<file path="config.mk">
export PLATFORM = sky130hd
export DESIGN_NAME = csa_accumulator_flat
export DESIGN_NICKNAME = d
export VERILOG_FILES = /design/src/rtl/csa_accumulator_if.sv /design/src/rtl/csa_accumulator.sv /design/src/flat_wrapper.sv
export SDC_FILE = /design/constraint.sdc
export NUM_CORES = 1
export LEC_CHECK = 0
export ABC_AREA = 1
export CAP_MARGIN = 20
export CORE_AREA = 5 5 69 71
export CTS_CLUSTER_DIAMETER = 40
export DETAILED_ROUTE_END_ITERATION = 10
export DIE_AREA = 0 0 74 76
export PLACE_DENSITY_LB_ADDON = 0.05
export SLEW_MARGIN = 30
export SYNTH_ARGS = -nofsm -noshare
export SYNTH_HDL_FRONTEND = slang
export SYNTH_SLANG_ARGS = --single-unit
</file>
<file path="constraint.sdc">
create_clock -name clk -period 2.73 [get_ports clk]
set_clock_uncertainty 0.15 [all_clocks]
set_input_delay 0.273 -clock clk [delete_from_list [all_inputs] [get_ports clk]]
set_output_delay 0.273 -clock clk [all_outputs]
set_load 0.05 [all_outputs]
</file>
<file path="src/rtl/csa_accumulator_if.sv">
// rtl/csa_accumulator_if.sv - operand/result handshake bundle for the carry-save accumulator
interface csa_accumulator_if #(
    parameter int OP_W  = 4,
    parameter int ACC_W = 8
);
    logic             in_valid;
    logic             in_ready;
    logic [OP_W-1:0]  x;
    logic             flush;
    logic             out_valid;
    logic             out_ready;
    logic [ACC_W-1:0] result;
    logic             ovf;

    modport master (
        output in_valid, x, flush, out_ready,
        input  in_ready, out_valid, result, ovf
    );

    modport slave (
        input  in_valid, x, flush, out_ready,
        output in_ready, out_valid, result, ovf
    );
endinterface

</file>
<file path="src/rtl/csa_accumulator.sv">
// rtl/csa_accumulator.sv - carry-save operand accumulator with bit-serial resolve and sticky overflow
module csa_accumulator #(
    parameter int OP_W  = 4,
    parameter int ACC_W = 8
) (
    input  logic               clk,
    input  logic               rst_n,
    csa_accumulator_if.slave   bus
);
    localparam int IDX_W = (ACC_W > 1) ? $clog2(ACC_W) : 1;

    typedef enum logic [1:0] {ACCUM, RESOLVE, DONE} state_t;

    state_t           state;
    logic [ACC_W-1:0] s;
    logic [ACC_W-1:0] c;
    logic [ACC_W-1:0] res;
    logic             cy;
    logic             ovf_st;
    logic [IDX_W-1:0] idx;
    logic             out_valid_q;
    logic [ACC_W-1:0] result_q;
    logic             ovf_q;

    logic [ACC_W-1:0] xe;
    logic [ACC_W-1:0] m;
    logic             accept;
    logic             bit_sum;
    logic             bit_cy;

    assign xe      = {{(ACC_W-OP_W){1'b0}}, bus.x};
    assign m       = (s & c) | (s & xe) | (c & xe);
    assign accept  = bus.in_valid && (state == ACCUM);
    assign bit_sum = s[idx] ^ c[idx] ^ cy;
    assign bit_cy  = (s[idx] & c[idx]) | (s[idx] & cy) | (c[idx] & cy);

    assign bus.in_ready  = (state == ACCUM);
    assign bus.out_valid = out_valid_q;
    assign bus.result    = result_q;
    assign bus.ovf       = ovf_q;

    always_ff @(posedge clk or negedge rst_n) begin
        if (!rst_n) begin
            state       <= ACCUM;
            s           <= '0;
            c           <= '0;
            res         <= '0;
            cy          <= 1'b0;
            ovf_st      <= 1'b0;
            idx         <= '0;
            out_valid_q <= 1'b0;
            result_q    <= '0;
            ovf_q       <= 1'b0;
        end else begin
            case (state)
                ACCUM: begin
                    if (accept) begin
                        s      <= s ^ c ^ xe;
                        // A majority bit shifted out of the top is exactly one lost 2^ACC_W.
                        c      <= {m[ACC_W-2:0], 1'b0};
                        ovf_st <= ovf_st | m[ACC_W-1];
                        if (bus.flush) begin
                            state <= RESOLVE;
                            idx   <= '0;
                            cy    <= 1'b0;
                        end
                    end
                end
                RESOLVE: begin
                    res[idx] <= bit_sum;
                    cy       <= bit_cy;
                    idx      <= idx + 1'b1;
                    if (idx == IDX_W'(ACC_W-1)) begin
                        ovf_st <= ovf_st | bit_cy;
                        state  <= DONE;
                    end
                end
                DONE: begin
                    // First DONE cycle loads the output registers; handshake starts once valid.
                    if (!out_valid_q) begin
                        out_valid_q <= 1'b1;
                        result_q    <= res;
                        ovf_q       <= ovf_st;
                    end else if (bus.out_ready) begin
                        out_valid_q <= 1'b0;
                        result_q    <= '0;
                        ovf_q       <= 1'b0;
                        s           <= '0;
                        c           <= '0;
                        res         <= '0;
                        ovf_st      <= 1'b0;
                        cy          <= 1'b0;
                        state       <= ACCUM;
                    end
                end
                default: state <= ACCUM;
            endcase
        end
    end
endmodule

</file>
<file path="src/flat_wrapper.sv">
// flat-port wrapper written by rule: the top's interface ports become plain ports
module csa_accumulator_flat 
#(
    parameter int OP_W  = 4,
    parameter int ACC_W = 8
)
  (clk, rst_n, bus_in_valid, bus_x, bus_flush, bus_out_ready, bus_in_ready, bus_out_valid, bus_result, bus_ovf);
  csa_accumulator_if #(.OP_W(OP_W), .ACC_W(ACC_W)) bus_i ();
  input  logic clk;
  input  logic rst_n;
  input wire logic [$bits(bus_i.in_valid)-1:0] bus_in_valid;
  input wire logic [$bits(bus_i.x)-1:0] bus_x;
  input wire logic [$bits(bus_i.flush)-1:0] bus_flush;
  input wire logic [$bits(bus_i.out_ready)-1:0] bus_out_ready;
  output wire logic [$bits(bus_i.in_ready)-1:0] bus_in_ready;
  output wire logic [$bits(bus_i.out_valid)-1:0] bus_out_valid;
  output wire logic [$bits(bus_i.result)-1:0] bus_result;
  output wire logic [$bits(bus_i.ovf)-1:0] bus_ovf;
  assign bus_i.in_valid = bus_in_valid;
  assign bus_i.x = bus_x;
  assign bus_i.flush = bus_flush;
  assign bus_i.out_ready = bus_out_ready;
  assign bus_in_ready = bus_i.in_ready;
  assign bus_out_valid = bus_i.out_valid;
  assign bus_result = bus_i.result;
  assign bus_ovf = bus_i.ovf;
  csa_accumulator #(.OP_W(OP_W), .ACC_W(ACC_W)) u_core (.clk(clk), .rst_n(rst_n), .bus(bus_i));
endmodule
</file>
* Word-level counts from Yosys, hierarchy flattened *
Index checks and enable logic that the tools add are counted.

storage, ports and cells
  bits in registers = 41
  input bits = 9
  output and inout bits = 11
  word-level logic and storage cells = 87

cells by class
  add/subtract/negate cells = 1
  $lt $le $gt $ge = 2
  eq/ne operators = 9
  mux-type cells = 35
  bitwise logic cells = 16
  reduce and logical (&&, ||, !) cells = 14

operators by type and width
  kind                                                                   number
  8-bit one-hot mux with 2 select lines                                  3
  8-bit 2-to-1 mux                                                       5
  8-bit by 4-bit bitwise AND with 8-bit output                           2
  8-bit OR                                                               2
  5-bit AND reduction                                                    3
  1-bit 2-to-1 mux                                                       12
  2-bit 2-to-1 mux                                                       5
  8-bit bitwise AND                                                      1
  8-bit bitwise mux                                                      1
  8-bit by 4-bit XOR with 8-bit output                                   1
  8-bit XOR                                                              1
  1-bit binary-select mux with 3-bit select                              2
  3-bit 2-to-1 mux                                                       2
  2-bit by 1-bit != test with 1-bit output (second input constant)       3
  2-bit != test (second input constant)                                  3
  1-bit one-hot mux with 3 select lines                                  2
  2-bit one-hot mux with 3 select lines                                  1
  3-bit one-hot mux with 2 select lines                                  1
  3-bit AND reduction                                                    2
  2-bit nonzero test                                                     3
  3-bit by 4-bit < comparator with 1-bit output (second input constant)  1
  1-bit OR                                                               4
  4-bit AND reduction                                                    1
  3-bit by 1-bit adder with 3-bit output (second input constant)         1
  other kinds (11)                                                       15

* Logic depth before layout (Yosys ltp) *
Gate-level depths: netlist (run 1).

  depth after elaboration = 8
  gate-level depth with buffers = 15
  gate-level depth less buffers = 14

* Worst setup path before layout (run 1) *
OpenSTA, ideal clock, no wires.

  kind = register to register
  start = register u_core.idx[0]
  end = register u_core.res[0]
  library setup time = 0.065 ns
  arrival = 1.845 ns
  data required time = 2.515 ns
  setup slack = 0.670 ns
  cell stages (with the launch flop) = 14
  buffers on the path = 1
  clock period less this slack = 2.060 ns
  cell sequence = dfrtp_1 -> inv_1 -> buf_2 -> nand2_1 -> nand2_1 -> nand2_1 -> nand2_1 -> nand2_1 -> nand2_1 -> inv_1 -> fa_1 -> nor2_2 -> nand3b_1 -> nand2_1

on the way
  longest elaborated chain between the ends = 6
  elaborated cells between the ends (all ways) = 13
  those cells by class = order compare: 2; mux: 8; bitwise: 2; reduce/logical: 1

RTL lines
  item                                                                                               RTL line                                      text
  start, declared                                                                                    csa_accumulator.sv:20                         logic [IDX_W-1:0] idx;
  start signal, assigned                                                                             csa_accumulator.sv:72                         idx <= idx + 1'b1;
  3-bit by 4-bit < comparator with 1-bit output (not written as such), or another cell as far along  csa_accumulator.sv:70                         res[idx] <= bit_sum;
  1-bit logical AND (not written as such) / 1-bit 2-to-1 mux (equally long branches)                 csa_accumulator.sv:70, csa_accumulator.sv:34
  1-bit 2-to-1 mux (not written as such) / 1-bit XOR (equally long branches)                         csa_accumulator.sv:70, csa_accumulator.sv:34
  1-bit demux with 3-bit select / 1-bit XOR (equally long branches)                                  -
  8-bit bitwise mux (*)                                                                              csa_accumulator.sv:70
  8-bit one-hot mux with 2 select lines (*)                                                          csa_accumulator.sv:55                         case (state)
  end signal, assigned by index                                                                      csa_accumulator.sv:70
  end, declared                                                                                      csa_accumulator.sv:17                         logic [ACC_W-1:0] res;

Every way passes the cells marked *; elsewhere a longest branch is shown, timed or not. The select of a mux whose other input is x is not followed.
A chain may end at the register's enable or synchronous reset.

* Worst setup path after layout (run 1) *
  start = register u_core.idx[1]
  end = register u_core.res[4]

Same word-level chain as after synthesis.

==> impl_metrics.yaml, run 1 <==
critical_path:
  end_kind: "flop"
  crit_buf_inv: 1
  critical_path.top_delay_family: "simple AND/OR/NAND/NOR gates"
  cp-startpoint: "u_core.idx[1]"
  required_ns: 2.81
  arrival_ns: 2.45
  cpMaxStageDelayCell: "dfrtp_1"
  critPathLaunchType: "flop"
  crit_type: "reg -> reg"
  slowest_delay_ns: 0.57
  timing.rr.start: "u_core.idx[1]"
  path_cells: "inv_1 -> nand4_1 -> nand3_1 -> a21oi_1 -> fa_1 -> nor2_2 -> nand3b_1 -> nand2_1"
  cp_max_fo: 12
synth:
  seq_area_frac_synth: 0.452
  yosysWarnings: 0
  syn_inst: 275
  synth_seq_cells: 40
  synthesis.nets: 295
  netlist_area_um2: 2210
  yosys.cell_types.count: 25
  syn_avg_cell_area_um2: 8.05
clock_tree:
  htreeDepth: 2
  cts.path.max_buffers: 2
  worst_skew_pair.late_latency_ns: 0.29
  postCtsSetupRepairBufs: 0
  cts_made_buffers: 5
  cts_resized: 0
  cts-root-buf: "clkbuf_8"
  cts_tree: "done"
  clock-sinks: 40
  clkSlewWorstSetupHoldPaths_ns: 0.08
placement:
  place_hpwl_mm: 3.04
  gp_congestion: 0.835
  dp_slack_ns: 0.412
  io_buffers: 19
hold_path:
  hold_start: "u_core.res[3]"
  hold_class: "reg -> reg"
sta:
  tns_ns: 0
  period_share: 0.866
  setup_viol: 0
  maxSlewViolCount: 0
  max_freq_ghz: 0.423
  worst_slew_pin_slew_ns: 0.509
  hold_viol: 0
  slew_headroom: 0.661
  fin_ws_ns: 0.366
  rsz0062_at_grt: "false"
  fin_crit_ns: 2.36
grt:
  antenna_found_initial: 0
  gr-usage-all-layers: 0.171
  grt_pass1_wl_mm: 7.77
  grt_start_max_net_pins: 41
  grt-ovfl-total: 0
  grt_pass1_vias: 1711
routing:
  wl_per_cell_um: 12.6
  route.detailed.drc: 0
  firstDrtPassIters: 4
  drtIter0Drc: 105
  postRouteAntennaNets: 0
  totalWireLength_mm: 4.34
  via_per_inst: 5.12
  vias: 1761
die:
  die_y_um: 76
  core_um2: 4170
  ios: 20
  initial_utilization: 0.531
  die-width_um: 74
  rows: 24
  die_area_um2: 5620
layout:
  multi_input_area_um2: 1050
  drive_gt1_frac: 0.0788
  nets: 311
  area_growth_pct: 13.6
  final_cell_mix: "nand2_1 (109), dfrtp_1 (40), nand3_1 (25), inv_1 (20), nand4_1 (19)"
  regArea_um2: 1000
  insertedDiodeCount: 0
  n_fill_cell: 397
  layout_commonest_cell: "nand2_1"
power_and_ir_drop:
  power_leakage_uw: 0.00134
  combPwrFrac: 0.478
  p_int_uw: 1420
  p_sw_frac: 0.470
  vdd_drop_max_uv: 379
  p_switching_uw: 1260
  p_seq_frac: 0.372
  power.share.clock: 0.151
  powerDensity_nw_per_um2: 1070
run_status:
  status: "finished clean"
job:
  drv_cap: 0
==> power by group through the flow <==
stage,sequential (uW),clock (uW),combinational [uW]
2_1_floorplan,1170,0,799
4_1_cts,1000,417,1290
5_1_grt,1030,441,1440
6_report,998,406,1280
3_5_place_dp,1010,0,1290
3_3_place_gp,1010,0,1270
==> metal layers <==
layer / GRT usage / part of all wire / up-vias
met5: 0 / 0 / -
met4: 0.0435 / 0.011 / 0
met3: 0.0396 / 0.036 / 5
met2: 0.287 / 0.48 / 26
met1: 0.220 / 0.48 / 798
li1: - / - / 932
==> Yosys cell counts, drive strengths merged <==
| master | count | area (um^2) |
|---|---|---|
| nand2 | 110 | 420 |
| nor2 | 4 | 27.5 |
| buf | 7 | 50.1 |
| nand3 | 27 | 145 |
| a21oi | 3 | 26.3 |
| clkbuf | 7 | 27.5 |
| fa | 4 | 80.1 |
| nand4 | 19 | 119 |
| clkinv | 1 | 3.75 |
| ha | 7 | 87.6 |
| o21ai | 14 | 73.8 |
| o22ai | 1 | 6.26 |
| inv | 23 | 86.3 |
| nand3b | 8 | 60.1 |
| dfrtp | 40 | 1000 |
==> worst paths after layout <==
| check | endpoint | slack, ns | cells after the start |
|---|---|---|---|
| max reg2reg | u_core.res[4] | 0.37 | 8 |
| min | u_core.res[3] | 0.33 | 2 |
| max | u_core.res[4] | 0.37 | 8 |
| min in group asynchronous | u_core.bus.out_valid | 0.34 | 2 |
| max in group asynchronous | u_core.idx[2] | 1.73 | 2 |
| min reg2reg | u_core.res[3] | 0.33 | 2 |
==> timing repair <==
item                                   4_1_cts  5_1_grt
setup endpoints to repair                    0        0
hold buffers                                 1        0
endpoints found under the hold margin       40        0
==> per-stage QoR <==
step	cell area [um^2]	cells	utilization	hold slack [ns]	power [uW]
floorplan	2210	275	-	-0.173	1970
global placement	2410	335	0.577	0.302	2270
detailed placement	2410	335	0.577	0.296	2300
CTS	2510	344	0.602	0.328	2710
global route	2510	344	0.603	0.353	2920
finish	2510	344	0.603	0.326	2690
==> area by class of cell <==
class / instances / share of cell area
Clock inverter: 2 / 0.00398
Timing Repair Buffer: 23 / 0.0876
Tap cell: 52 / 0.0259
Inverter: 24 / 0.0358
Sequential cell: 40 / 0.398
Multi-Input combinational cell: 197 / 0.416
Clock buffer: 6 / 0.0328
==> worst register-to-register path, delay by kind of cell, from the launching register on <==
kind            cells  cell delay [ns]
buf+inv             1             0.23
simple gates        5             0.75
compound gates      1             0.17
fa+ha+maj           1             0.45
flops               1             0.57
==> cell families (layout without fill, tap and decap cells) <==
family                     after synthesis  after routing  share of synthesized area
AOI/OAI and AO/OA                       18             18                     0.0480
adders and majority gates               11             11                     0.0757
buffers and inverters                   38             55                     0.0757
DFF                                     40             40                      0.452
and+or+nand+nor                        168            168                      0.349
==> flip-flops by register name (all words and copies together) (netlist names) <==
register / cells
u_core.c: 7
u_core.bus.out_valid: 1
u_core.idx: 3
u_core.ovf_st: 1
u_core.res: 8
u_core.s: 8
u_core.bus.result: 8
u_core.bus.ovf: 1
u_core.cy: 1
u_core.state: 2
Note: power is estimated with default switching activity, not from simulation.
==> run 2, diff against run 1 <==
--- a/config.mk
+++ b/config.mk
@@ -7,11 +7,12 @@
 export LEC_CHECK = 0
 export ABC_AREA = 1
 export CAP_MARGIN = 20
-export CORE_AREA = 5 5 69 71
+export CORE_AREA = 5 5 72 74
 export CTS_CLUSTER_DIAMETER = 40
 export DETAILED_ROUTE_END_ITERATION = 10
-export DIE_AREA = 0 0 74 76
+export DIE_AREA = 0 0 77 79
 export PLACE_DENSITY_LB_ADDON = 0.05
+export RECOVER_POWER = 100
 export SLEW_MARGIN = 30
 export SYNTH_ARGS = -nofsm -noshare
 export SYNTH_HDL_FRONTEND = slang
==> constraint.sdc (replaced) <==
create_clock -name clk -period 1.95 [get_ports clk]
set_clock_uncertainty 0.15 [all_clocks]
set_input_delay 0.195 -clock clk [delete_from_list [all_inputs] [get_ports clk]]
set_output_delay 0.195 -clock clk [all_outputs]
set_load 0.05 [all_outputs]
==> run 2 against run 1 <==
  * Sequential power rose by 38%
  * Clock-buffer cell count shrank 1
  * Fmax up 18%
  * Clock power increased by 130%
  * Die area rose by 8.2%
  * Cell count grew 4.4%
  * Combinational power grew 60%
  * The run now ends with negative setup slack left
  * Wire length grew 5.9%
  * Core utilization fell by 0.31 points
  * Non-clock buffer count up 13
  * Critical path depth increased by 2
  * Worst hold slack gained 0.013 ns
==> impl_metrics.yaml, run 2 (same netlist as run 1, synthesis figures left out) <==
run_status:
  status: "finished, violations left"
  violations: "negative setup slack"
critical_path:
  r2r_slack_ns: -0.05
  arrival_ns: 2.09
  cpMostUsedCell: "nand2_1"
  r2r_end: "u_core.res[5]"
  required_ns: 2.04
  r2r_cells: 10
  crit_type: "reg -> reg"
  timing.rr.start: "u_core.idx[0]"
  slowest_delay_ns: 0.47
  critPathLaunchType: "flop"
  path_cells: "buf_6 -> nand2_1 -> nand2_1 -> nand2_1 -> nand2_1 -> a21oi_2 -> fa_1 -> nor2_4 -> nand3b_1 -> nand2_1"
  cp_max_fo: 8
  end_kind: "flop"
  cpMaxStageDelayCell: "dfrtp_2"
clock_tree:
  cts-root-buf: "clkbuf_8"
  clkSlewWorstSetupHoldPaths_ns: 0.08
  htreeDepth: 2
  worst_skew_pair.late_latency_ns: 0.30
  cts.path.max_buffers: 2
  cts_made_buffers: 5
  cts_tree: "done"
  clock-sinks: 40
die:
  rows: 25
  die_y_um: 79
  die_area_um2: 6080
  die-width_um: 77
  ios: 20
  core_um2: 4540
  initial_utilization: 0.488
layout:
  post-route-util: 0.599
  drive_gt1_frac: 0.148
  insertedDiodeCount: 0
  nets: 324
  final_cell_mix: "nand2_1 (106), dfrtp_1 (39), nand3_1 (23), nand4_1 (19), inv_1 (18)"
  layout_commonest_cell: "nand2_1"
  area_growth_pct: 22.8
  design_area_um2: 2720
sta:
  maxSlewViolCount: 0
  fin_hold_ws_ns: 0.338
  hold_viol: 0
  setup_viol: 8
  slew_headroom: 0.267
  period_share: 1.03
  fin_ws_ns: -0.0518
  worst_slew_pin_slew_ns: 1.10
  max_freq_ghz: 0.500
  rsz0062_at_grt: "true"
  fin_crit_ns: 2.00
grt:
  antenna_found_initial: 0
  grt_pass1_vias: 1793
  grt_start_max_net_pins: 22
  gr-usage-all-layers: 0.168
  grt_pass1_wl_mm: 8.47
  grt-ovfl-total: 0
routing:
  drtIter0Drc: 93
  wl_per_cell_um: 12.8
  vias: 1851
  via_per_inst: 5.16
  route.detailed.drc: 0
  totalWireLength_mm: 4.60
  firstDrtPassIters: 4
  postRouteAntennaNets: 0
placement:
  gp_congestion: 0.829
  io_buffers: 19
  dpl_cell_area_um2: 2500
  dp_slack_ns: -0.144
  place_hpwl_mm: 3.32
power_and_ir_drop:
  vdd_drop_max_uv: 656
  power_leakage_uw: 0.00144
  powerDensity_nw_per_um2: 1610
  p_total_uw: 4380
hold_path:
  hold_start: "u_core.cy"
  holdPathEnd: "u_core.cy"
  hold_class: "reg -> reg"
  worstHoldPathCells: 2
job:
  drv_cap: 0
[run 2: changes by cell type in the layout (fill, tap and decap cells not counted), sizes merged]
cell | previous run | this run
bufinv | 0 | 3
buf | 4 | 16
clkinv | 3 | 1
clkbuf | 6 | 8
clkdlybuf4s50 | 18 | 16
[run 2: final cells by class]
type                       instances  area (um^2)
clock buffer                       5         68.8
timing repair buffer              36          325
sequential                        40         1000
tap                               54         67.6
fill                             397         1820
multi-input combinational        197         1070
clock inverter                     3         90.1
inverter                          24         92.6
[run 2: worst max path at each step]
stage	startpoint	endpoint	slack, ns	depth (start not counted)
after floorplan	u_core.idx[0]	u_core.res[0]	0.004	13
after global placement	u_core.idx[0]	u_core.res[5]	-0.12	12
after detailed placement	u_core.idx[0]	u_core.res[2]	-0.14	12
after CTS	u_core.idx[0]	u_core.res[5]	-0.09	12
after global routing	u_core.idx[0]	u_core.res[4]	-0.20	12
final	u_core.idx[0]	u_core.res[5]	-0.05	10
[run 2: what timing repair did]
item                                   in CTS  in global routing
pin swaps                                   8                 12
endpoints found under the hold margin      19                  0
cloned                                      0                  0
gates resized for setup                     7                  4
setup endpoints to repair                   9                  9
hold buffers                                1                  0
buffers inserted                            4                  0
[run 2: per-stage QoR]
stage / instances / setup TNS (ns)
after floorplan: 275 / 0
after global placement: 346 / -0.930
after detailed placement: 346 / -1.15
after CTS: 359 / -0.664
after global routing: 359 / -2.88
final: 359 / -0.288
[run 2: worst max-delay path, delay by kind of cell, from the launching register on]
family | cells | cell delay [ns]
flops | 1 | 0.47
buf+inv | 1 | 0.14
compound gates | 1 | 0.14
simple gates | 7 | 0.59
fa+ha+maj | 1 | 0.46
[run 2: where the power goes]
group	switching (uW)	leakage, uW	internal, uW	total [uW]
combinational	1290	0.000857	761	2050
sequential	261	0.000505	1120	1380
clock	308	0.0000784	640	949
total	1860	0.00144	2520	4380
[run 2: per-layer routing]
metal	GRT usage	part of all wire	vias up	routed length (um)
li1	-	-	958	-
met1	0.222	0.47	843	2140
met2	0.277	0.47	44	2180
met3	0.0351	0.048	6	222
met4	0.0550	0.012	0	55
met5	0	0	-	0
